$ cat src/rtl/pcoeff_batch_accumulator.sv
// pcoeff_batch_accumulator
// Accumulates 2^connectCount per valid bot and counts valid bots for each top.
// A batchEnd slot closes the batch; the finished record lands in a 2-entry
// FIFO drained with a valid/ready handshake. Pipeline:
//   stage 1: register inputs and the decoded addend
//   stage 2: accumulate, or snapshot the closing record and restart
//   buffer : record becomes visible the cycle after stage 2
module pcoeff_batch_accumulator #(
  parameter int SUM_WIDTH   = 48,
  parameter int COUNT_WIDTH = 35
) (
  input  logic                   clk,
  input  logic                   rst,
  input  logic                   resultValid,
  input  logic [5:0]             connectCount,
  input  logic                   batchEnd,
  input  logic                   eccIn,
  output logic                   outValid,
  input  logic                   outReady,
  output logic [SUM_WIDTH-1:0]   outSum,
  output logic [COUNT_WIDTH-1:0] outCount,
  output logic                   outOverflow,
  output logic                   outEcc,
  output logic                   stallInput,
  output logic                   dropError
);

  localparam int unsigned          SW_U = SUM_WIDTH;
  localparam logic [SUM_WIDTH-1:0] ONE  = {{(SUM_WIDTH-1){1'b0}}, 1'b1};

  typedef struct packed {
    logic [SUM_WIDTH-1:0]   sum;
    logic [COUNT_WIDTH-1:0] cnt;
    logic                   ovf;
    logic                   ecc;
  } rec_t;

  // ---------------------------------------------------------------------------
  // Internal reset: asserts immediately with rst, releases two edges later
  // ---------------------------------------------------------------------------
  logic [1:0] r_rst_sync;
  logic       w_rst;

  // reset synchronizer: async assert, clocked release
  always_ff @(posedge clk or posedge rst) begin
    if (rst) r_rst_sync <= 2'b11;
    else     r_rst_sync <= {r_rst_sync[0], 1'b0};
  end

  assign w_rst = r_rst_sync[1];

  // ---------------------------------------------------------------------------
  // Stage 1
  // ---------------------------------------------------------------------------
  logic                 w_in_range;
  logic [SUM_WIDTH-1:0] w_addend;

  // counts at or beyond the accumulator width cannot be represented: they add
  // nothing and flag overflow for the batch instead
  assign w_in_range = ({26'd0, connectCount} < SW_U);
  assign w_addend   = (resultValid && w_in_range) ? (ONE << connectCount) : '0;

  logic                 r_s1_vld, r_s1_end, r_s1_ecc, r_s1_ovf;
  logic [SUM_WIDTH-1:0] r_s1_add;

  // stage-1 capture of the incoming slot
  always_ff @(posedge clk or posedge w_rst) begin
    if (w_rst) begin
      r_s1_vld <= 1'b0;
      r_s1_end <= 1'b0;
      r_s1_ecc <= 1'b0;
      r_s1_ovf <= 1'b0;
      r_s1_add <= '0;
    end else begin
      r_s1_vld <= resultValid;
      r_s1_end <= batchEnd;
      r_s1_ecc <= eccIn;
      r_s1_ovf <= resultValid && !w_in_range;
      r_s1_add <= w_addend;
    end
  end

  // ---------------------------------------------------------------------------
  // Stage 2
  // ---------------------------------------------------------------------------
  logic [SUM_WIDTH-1:0]   r_acc;
  logic [COUNT_WIDTH-1:0] r_cnt;
  logic                   r_ovf, r_ecc;
  logic [SUM_WIDTH:0]     w_sum_x;
  logic [COUNT_WIDTH:0]   w_cnt_x;
  logic                   w_ovf_n, w_ecc_n;
  rec_t                   r_rec;
  logic                   r_rec_vld;

  // the next-state values already include the current slot, so a closing slot
  // contributes to its own record
  assign w_sum_x = {1'b0, r_acc} + {1'b0, r_s1_add};
  assign w_cnt_x = {1'b0, r_cnt} + {{COUNT_WIDTH{1'b0}}, r_s1_vld};
  assign w_ovf_n = r_ovf | w_sum_x[SUM_WIDTH] | w_cnt_x[COUNT_WIDTH] | r_s1_ovf;
  assign w_ecc_n = r_ecc | r_s1_ecc;

  // accumulate, or snapshot the record and restart from zero on batch close
  always_ff @(posedge clk or posedge w_rst) begin
    if (w_rst) begin
      r_acc     <= '0;
      r_cnt     <= '0;
      r_ovf     <= 1'b0;
      r_ecc     <= 1'b0;
      r_rec     <= '0;
      r_rec_vld <= 1'b0;
    end else if (r_s1_end) begin
      r_acc     <= '0;
      r_cnt     <= '0;
      r_ovf     <= 1'b0;
      r_ecc     <= 1'b0;
      r_rec     <= '{sum: w_sum_x[SUM_WIDTH-1:0], cnt: w_cnt_x[COUNT_WIDTH-1:0],
                     ovf: w_ovf_n, ecc: w_ecc_n};
      r_rec_vld <= 1'b1;
    end else begin
      r_acc     <= w_sum_x[SUM_WIDTH-1:0];
      r_cnt     <= w_cnt_x[COUNT_WIDTH-1:0];
      r_ovf     <= w_ovf_n;
      r_ecc     <= w_ecc_n;
      r_rec_vld <= 1'b0;
    end
  end

  // ---------------------------------------------------------------------------
  // 2-entry output FIFO
  // ---------------------------------------------------------------------------
  rec_t       r_mem [2];
  logic       r_wp, r_rp;
  logic [1:0] r_fill;
  logic       r_drop;
  logic       w_pop, w_full, w_wr, w_drop;

  assign w_pop  = (r_fill != 2'd0) && outReady;
  assign w_full = (r_fill == 2'd2);
  // a pop frees the slot in the same edge, so a full buffer still accepts
  assign w_wr   = r_rec_vld && (!w_full || w_pop);
  assign w_drop = r_rec_vld && w_full && !w_pop;

  // FIFO storage, pointers, occupancy and sticky drop flag
  always_ff @(posedge clk or posedge w_rst) begin
    if (w_rst) begin
      for (int i = 0; i < 2; i++) r_mem[i] <= '0;
      r_wp   <= 1'b0;
      r_rp   <= 1'b0;
      r_fill <= 2'd0;
      r_drop <= 1'b0;
    end else begin
      if (w_wr) begin
        r_mem[r_wp] <= r_rec;
        r_wp        <= ~r_wp;
      end
      if (w_pop) r_rp <= ~r_rp;
      case ({w_wr, w_pop})
        2'b10:   r_fill <= r_fill + 2'd1;
        2'b01:   r_fill <= r_fill - 2'd1;
        default: r_fill <= r_fill;
      endcase
      if (w_drop) r_drop <= 1'b1;
    end
  end

  // head entry is only rewritten on the edge that pops it, keeping it stable
  assign outValid    = (r_fill != 2'd0);
  assign outSum      = r_mem[r_rp].sum;
  assign outCount    = r_mem[r_rp].cnt;
  assign outOverflow = r_mem[r_rp].ovf;
  assign outEcc      = r_mem[r_rp].ecc;
  assign dropError   = r_drop;
  assign stallInput  = (r_fill != 2'd0) || r_s1_end || r_rec_vld;

endmodule

$ cat config.mk
export PLATFORM = sky130hd
export DESIGN_NAME = pcoeff_batch_accumulator
export DESIGN_NICKNAME = d
export VERILOG_FILES = /design/src/rtl/pcoeff_batch_accumulator.sv
export SDC_FILE = /design/constraint.sdc
export NUM_CORES = 1
export LEC_CHECK = 0
export BUFFER_PORTS_ARGS = -buffer_cell sky130_fd_sc_hd__buf_2
export CELL_PAD_IN_SITES_DETAIL_PLACEMENT = 0
export CELL_PAD_IN_SITES_GLOBAL_PLACEMENT = 1
export CORE_MARGIN = 2
export CORE_UTILIZATION = 50
export CTS_CLUSTER_SIZE = 8
export DETAILED_ROUTE_END_ITERATION = 8
export GPL_TIMING_DRIVEN = 0
export PLACE_DENSITY = 0.9
export SYNTH_ARGS = -nofsm -noshare
export SYNTH_HDL_FRONTEND = slang
export SYNTH_SLANG_ARGS = --single-unit
$ cat constraint.sdc
create_clock -name clk -period 16.71 [get_ports clk]
set_input_delay 0 -clock clk [delete_from_list [all_inputs] [get_ports clk]]
set_output_delay 0 -clock clk [all_outputs]
set_load 0.01 [all_outputs]
* After elaboration in Yosys (flattened, before gate mapping) *
Cells that the tools add are included.

storage, ports and cells
  register bits = 400
  input bits = 12
  output and inout bits = 88
  logic and storage cells = 75

cells by class
  add/subtract/negate cells = 4
  order comparisons = 4
  equality and inequality tests = 3
  shift operators = 1
  mux-type cells = 13
  bitwise gates (word level) = 8
  reduce and logical (&&, ||, !) cells = 15

operators by type and width
  cell                                                                           number
  85-bit two-way mux                                                             4
  170-bit bitwise mux                                                            1
  48-bit two-way mux                                                             2
  85-bit demux with 1-bit select                                                 1
  48-bit by 48-bit adder with 49-bit output                                      1
  1-bit by 6-bit left shift with 48-bit output (first input constant)            1
  35-bit by 1-bit adder with 36-bit output                                       1
  35-bit two-way mux                                                             1
  1-bit logical AND                                                              7
  6-bit less-than comparator (second input constant)                             1
  2-bit equality test (second input constant)                                    2
  2-bit >= comparator (second input constant)                                    2
  1-bit NOT with 2-bit output                                                    2
  1-bit OR                                                                       4
  2-bit case mux with 2 select lines                                             1
  2-bit nonzero test                                                             2
  1-bit zero test                                                                3
  1-bit logical OR                                                               3
  1-bit two-way mux                                                              3
  2-bit by 1-bit adder with 2-bit output (second input constant)                 1
  2-bit by 1-bit equality test with 1-bit output (second input constant)         1
  2-bit by 1-bit less-than comparator with 1-bit output (second input constant)  1
  1-bit NOT                                                                      2
  2-bit by 1-bit subtractor with 2-bit output (second input constant)            1

* Longest topological paths before layout *
Gate-level depths: netlist of run 1.

  depth after elaboration = 6
  depth in mapped cells = 11
  mapped depth without buffers = 11

* Least setup slack after synthesis of run 1 *
Ideal clock, no wire load.

  path kind = register -> register
  start = reg r_s1_add[0]
  end = reg r_acc[44]
  library setup time = 0.128 ns
  arrival = 2.467 ns
  data required time = 16.582 ns
  slack = 14.115 ns
  cell stages (with the launch flop) = 12
  buffers on the path = 0
  period minus slack after synthesis = 2.595 ns
  cell sequence = dfrtp_1 ha_1 inv_1 fa_1 nand2b_1 a21oi_1 o2111ai_1 nand3_1 nand3b_2 a2111oi_4 o21ai_1 mux2_1

between the ends
  longest elaborated chain between the ends = 2

ends and longest elaborated chain
  element                                    line  text
  start, declared                            64    logic [SUM_WIDTH-1:0] r_s1_add;
  start signal, assigned                     79    r_s1_add <= w_addend;
  48-bit by 48-bit adder with 49-bit output  97    assign w_sum_x = {1'b0, r_acc} + {1'b0, r_s1_add};
  48-bit two-way mux                         111   end else if (r_s1_end) begin
  end signal, assigned                       120   r_acc <= w_sum_x[SUM_WIDTH-1:0];
  end, declared                              86    logic [SUM_WIDTH-1:0] r_acc;

Every way passes these cells.
A chain may end at the register's enable or synchronous reset.

* Worst setup path in the final report of run 1 *
  start = reg r_rp
  end = out outSum[2]

between the ends
  longest elaborated chain between the ends = 4

ends and longest elaborated chain
  element                                            line  text
  start, declared                                    132   logic r_wp, r_rp;
  start signal, assigned                             156   if (w_pop) r_rp <= ~r_rp;
  1-bit NOT with 2-bit output (not written as such)  168   assign outSum = r_mem[r_rp].sum;
  85-bit two-way mux (3 in a row)                    n/a
  end, declared                                      20    output logic [SUM_WIDTH-1:0] outSum,

Every way passes these cells. The select of a mux whose other input is x is not followed.

==> results.yml, run 1 <==
run_status:
  status: "complete, no violations"
placed_design:
  dp_cells: 2112
  gp_congestion: 0.909
  dpl.hpwl_microns: 28400
  port_buffers: 99
route:
  drc: 0
  postRouteAntennaNets: 0
  dr.first_iter.drc_count: 760
  vias: 12400
  wire_per_inst_microns: 19.0
  firstDrtPassIters: 5
  vias_per_cell: 5.65
  routed_wl_microns: 41800
worst_setup_path:
  crit_path_start_kind: "flip-flop"
  worstSetupEndpointType: "output port"
  cp_max_fo: 10
  critPathRequiredTime_ns: 16.71
  crit_buf_inv: 4
  worstSetupPathType: "reg2out"
  crit_arrival_ns: 3.24
  slowest_stage: "buf_1"
  critPathTopFamily: "buffers and inverters"
  crit_chain: "clkbuf_1, buf_1, clkbuf_1, mux2_2, buf_2"
  crit_path_frequent_cell: "clkbuf_1"
  slowest_delay_ns: 0.79
floorplan:
  chipWidth_microns: 196
  core-area_sq_um: 36400
  initial_core_util: 0.505
  rows: 70
  ios: 100
  die-height_microns: 196
  die_area_sq_um: 38300
global_route:
  grt_pass1_vias: 12900
  grt.met2_usage: 0.365
  grt_max_degree: 110
  busiest_layer: "met2"
  grtUsageTotal: 0.225
  grt_pass1_wl_microns: 68100
  overflow: 0
  use_met1: 0.304
  grtUsageMet3: 0.0452
  antenna_found_initial: 1
cts:
  cts_tree: "yes"
  cts_hold_buf: 15
  clk_latency_ns: 0.60
  clk_path_buf_depth: 3
  clkTransAtPathRegs_ns: 0.05
  root_buffer: "clkbuf_16"
  numCtsBuffers: 55
  cts_resized: 0
  h-tree-depth: 2
  post-cts-setup-buffer-count: 0
  cts_sinks: 400
power:
  power_density_nw_per_um2: 129
  total_power_mw: 2.74
  peakVddDrop_uv: 81.1
  p_leak_nw: 10.4
timing:
  setup_tns_ns: 0
  fmax_ghz: 0.309
  rsz0062_at_grt: "no"
  finalHoldViolations: 0
  finalMaxSlewViolations: 0
  setup_viol: 0
  clock_skew_ns: 0.0200
  period_needed_ns: 3.24
  maxSlewHeadroom: 0.343
  fin_crit_sh: 0.194
  worst_pin_slew_ns: 0.985
logic_synthesis:
  synth-edff-count: 0
  synth_cell_type_count: 77
  synth_nets: 1605
  synth_flop_cell: "dfrtp_1"
  synthTopCellsByCount: "dfrtp_1 (398), mux2_2 (293), nor2_1 (172)"
  ys_seq_area_frac: 0.544
  async_flop_share: 1.00
  syn_area_per_cell_sq_um: 11.9
  synth_cells: 1542
  syn_area_sq_um: 18400
  synth-warning-count: 0
  ys_top_cells_by_area: "dfrtp_1 (54%), mux2_2 (18%), nor2_1 (3.5%), ha_1 (3.4%), a21oi_1 (2.6%)"
  yosys.area.top_type: "dfrtp_1"
  ys_seq_elements: 400
  post-synth-top-count-cell: "dfrtp_1"
  synth_top_cell_area_share: 0.542
layout:
  fin_cells: 2199
  drive_gt1_frac: 0.288
  nNetsFinal: 1779
  syn_to_final_growth_pct: 15.4
flow_run:
  maxCapViolCount: 0
hold_path:
  hold_class: "in2reg"
-- stage by stage --
| step | cell area [sq um] | util | hold slack (ns) | setup slack (ns) |
|---|---|---|---|---|
| finish | 21200 | 0.582 | 0.0494 | 13.47 |
| global route | 21200 | 0.582 | 0.0297 | 13.34 |
| CTS | 21200 | 0.582 | 0.0121 | 13.43 |
| detailed placement | 19600 | 0.537 | 0.0258 | 13.53 |
| global placement | 19500 | 0.534 | 0.0207 | 1.84 |
| floorplan | 18400 | - | -0.0885 | 5.34 |
-- flip-flops by register name, summed over array words and instances (netlist names) --
signal	count
r_rst_sync	2
dropError	1
r_ecc	1
r_rec_vld	1
r_wp	1
r_s1_ovf	1
r_fill	2
r_rec	85
r_acc	48
r_rp	1
r_mem	170
r_s1_ecc	1
r_s1_end	1
r_s1_add	48
r_cnt	35
r_ovf	1
r_s1_vld	1
-- where the power goes --
group	internal, mW	switching, mW	total [mW]
Combinational	0.288	0.292	0.580
Sequential	1.10	0.0649	1.16
Clock	0.598	0.402	0.999
Total	1.98	0.759	2.74
-- layout make-up --
cell class | count | area, sq um
Buffer | 70 | 273
Inverter | 25 | 101
Multi-Input combinational cell | 1047 | 8010
Tap cell | 468 | 586
Clock inverter | 2 | 50.0
Clock buffer | 69 | 1450
Sequential cell | 400 | 10000
Fill cell | 2960 | 15200
Antenna cell | 1 | 2.50
Timing Repair Buffer | 117 | 728
-- logic make-up after synthesis --
group / share of synthesized area
adders and majority gates: 0.0351
buffers and inverters: 0.0199
other: 0.000204
muxes: 0.182
DFF: 0.544
and+or+nand+nor: 0.105
AOI/OAI and AO/OA: 0.0802
xor gates and xnor gates: 0.0333
-- final timing paths --
| check | start | cells after the start | end | slack, ns |
|---|---|---|---|---|
| worst max register to register | r_s1_add[0] | 11 | r_acc[44] | 13.49 |
| worst max-delay path | r_rp | 5 | outSum[2] | 13.47 |
| max in group asynchronous | r_rst_sync[1] | 3 | r_mem[68] | 14.92 |
| worst min-delay path | eccIn | 2 | r_s1_ecc | 0.05 |
| worst min register to register | r_rst_sync[1] | 1 | r_mem[91] | 0.35 |
| min in group asynchronous | r_rst_sync[1] | 1 | r_mem[91] | 0.35 |
-- layout by cell type (no fill, tap or decap), types with 4 or more instances in the layout --
master | Yosys | final
a211o_1 | 4 | 4
a211oi_1 | 4 | 4
a21o_1 | 18 | 18
a21oi_1 | 97 | 97
a31oi_1 | 7 | 7
and2_1 | 38 | 38
and3_1 | 9 | 9
buf_1 | 20 | 20
buf_2 | 3 | 102
clkbuf_1 | 44 | 57
clkbuf_16 | 0 | 56
dfrtp_1 | 398 | 398
dlygate4sd3_1 | 0 | 15
ha_1 | 50 | 50
inv_1 | 24 | 23
mux2_2 | 293 | 293
nand2_1 | 70 | 70
nand2b_1 | 4 | 4
nand3_1 | 27 | 27
nand3b_1 | 5 | 5
nand4_1 | 18 | 18
nor2_1 | 172 | 172
nor2b_1 | 11 | 11
nor3_1 | 12 | 12
o211ai_1 | 13 | 13
o21a_1 | 6 | 6
o21ai_0 | 23 | 23
o21bai_1 | 10 | 10
o31ai_1 | 9 | 9
or2_2 | 6 | 6
or3_1 | 7 | 7
xnor2_1 | 34 | 34
xor2_1 | 36 | 36
-- per-layer routing --
| layer | routed length, microns | part of all wire | up-vias |
|---|---|---|---|
| met3 | 2090 | 0.050 | 82 |
| met4 | 1220 | 0.029 | 0 |
| li1 | - | - | 5751 |
| met2 | 19500 | 0.47 | 302 |
| met1 | 19000 | 0.45 | 6279 |
| met5 | 0 | 0 | - |
Power figures use the tool's default switching activity.
==> inputs of run 2 (changes only) <==
==> constraint.sdc (replaced) <==
create_clock -name clk -period 3.4 [get_ports clk]
set_input_delay 0 -clock clk [delete_from_list [all_inputs] [get_ports clk]]
set_output_delay 0 -clock clk [all_outputs]
set_load 0.01 [all_outputs]
==> run 2 against run 1 <==
Effect of this change:
- global-route usage rose by 0.30 points
- clock skew rose by 0.0033 ns
- utilization up 0.16 points
- critical path type unchanged
==> results.yml, run 2 (same netlist as run 1, synthesis figures left out) <==
run_status:
  status: "complete, no violations"
floorplan:
  chipWidth_microns: 196
  core-area_sq_um: 36400
  die_area_sq_um: 38300
  ios: 100
  initial_core_util: 0.505
  die-height_microns: 196
  rows: 70
global_route:
  grtUsageTotal: 0.228
  grt_pass1_wl_microns: 69200
  antenna_found_initial: 1
  grt_pass1_vias: 12900
  grt_max_degree: 46
  overflow: 0
layout:
  regMostFlops: "r_mem"
  post-route-cell-area_sq_um: 21300
  fillers: 2924
  layout_common_cells: "dfrtp_1 (398), mux2_2 (293), nor2_1 (172), buf_2 (102), a21oi_1 (97)"
  postLayoutCoreUtil: 0.584
  layout_commonest_cell: "dfrtp_1"
  fin_cells: 2204
  largest_register_ffs: 170
  syn_to_final_growth_pct: 15.7
  reg_top3: "r_mem (170), r_rec (85)"
  nNetsFinal: 1784
  drive_gt1_frac: 0.290
route:
  dr.first_iter.drc_count: 804
  routed_wl_microns: 42200
  wire_per_inst_microns: 19.2
  vias_per_cell: 5.62
  firstDrtPassIters: 5
  vias: 12400
  drc: 0
  postRouteAntennaNets: 0
cts:
  clk_path_buf_depth: 3
  numCtsBuffers: 55
  cts_resized: 0
  post-cts-setup-buffer-count: 0
  cts_sinks: 400
  h-tree-depth: 2
  cts_tree: "yes"
  root_buffer: "clkbuf_16"
  clk_latency_ns: 0.59
  clkTransAtPathRegs_ns: 0.05
worst_setup_path:
  worstSetupEndpointType: "output port"
  crit_buf_inv: 4
  crit_chain: "clkbuf_1, buf_1, clkbuf_1, mux2_2, buf_2"
  cp_max_fo: 10
  crit_path_start_kind: "flip-flop"
  critPathRequiredTime_ns: 3.40
  slowest_delay_ns: 0.81
  crit_arrival_ns: 3.27
  worstSetupPathType: "reg2out"
  crit_path_frequent_cell: "clkbuf_1"
  critPathTopFamily: "buffers and inverters"
  slowest_stage: "buf_1"
placed_design:
  dpl.hpwl_microns: 29000
  port_buffers: 99
  dp_cells: 2118
  post_dp_cell_area_sq_um: 19700
  gp_congestion: 0.902
  post-place-ws_ns: 0.249
timing:
  setup_tns_ns: 0
  fin_ws_ns: 0.134
  hold_ws_ns: 0.0916
  setup_viol: 0
  period_needed_ns: 3.27
  finalHoldViolations: 0
  finalMaxSlewViolations: 0
  fin_crit_sh: 0.961
  clock_skew_ns: 0.0233
  rsz0062_at_grt: "no"
  maxSlewHeadroom: 0.318
  fmax_ghz: 0.306
  worst_pin_slew_ns: 1.02
power:
  power_density_nw_per_um2: 631
  p_leak_nw: 10.4
  total_power_mw: 13.4
  peakVddDrop_uv: 398
hold_path:
  hold_class: "in2reg"
flow_run:
  maxCapViolCount: 0
[run 2: final cells by class]
type / count / area [sq um] / share of cell area
antenna: 1 / 2.50 / 0.000118
buffer: 70 / 273 / 0.0128
clock buffer: 69 / 1450 / 0.0682
clock inverter: 2 / 25.0 / 0.00118
inverter: 25 / 97.6 / 0.00459
multi-input combinational: 1047 / 8010 / 0.377
sequential: 400 / 10000 / 0.471
tap: 468 / 586 / 0.0275
timing repair buffer: 122 / 816 / 0.0383
[run 2: per-layer routing]
metal | wire (microns) | GRT usage | share of wire | vias up
met4 | 1040 | 0.0713 | 0.025 | 0
met1 | 19300 | 0.314 | 0.46 | 6233
met3 | 1980 | 0.0442 | 0.047 | 72
met5 | 0 | 0 | 0 | -
li1 | - | - | - | 5774
met2 | 19900 | 0.369 | 0.47 | 304
[run 2: path summary, 6_finish.rpt]
kind / startpoint / to / slack [ns] / cells past startpoint
hold reg to reg: r_rst_sync[0] / r_rst_sync[1] / 0.36 / 0
setup / recovery: r_rp / outSum[1] / 0.13 / 5
min in group asynchronous: r_rst_sync[1] / r_mem[91] / 0.44 / 1
hold / removal: batchEnd / r_s1_end / 0.09 / 2
max in group asynchronous: r_rst_sync[1] / r_mem[153] / 1.65 / 4
setup reg to reg: r_s1_add[0] / r_acc[44] / 0.18 / 11
[run 2: power by group]
part	internal [mW]	total, mW	switching, mW
registers	5.39	5.71	0.315
logic	1.43	2.86	1.44
clock network	2.92	4.86	1.94
total	9.74	13.4	3.69
[run 2: what timing repair did]
| item | 4_1_cts | 5_1_grt |
|---|---|---|
| endpoints found under the hold margin | 59 | 0 |
| setup endpoints to repair | 0 | 0 |
| hold buffers | 14 | 0 |
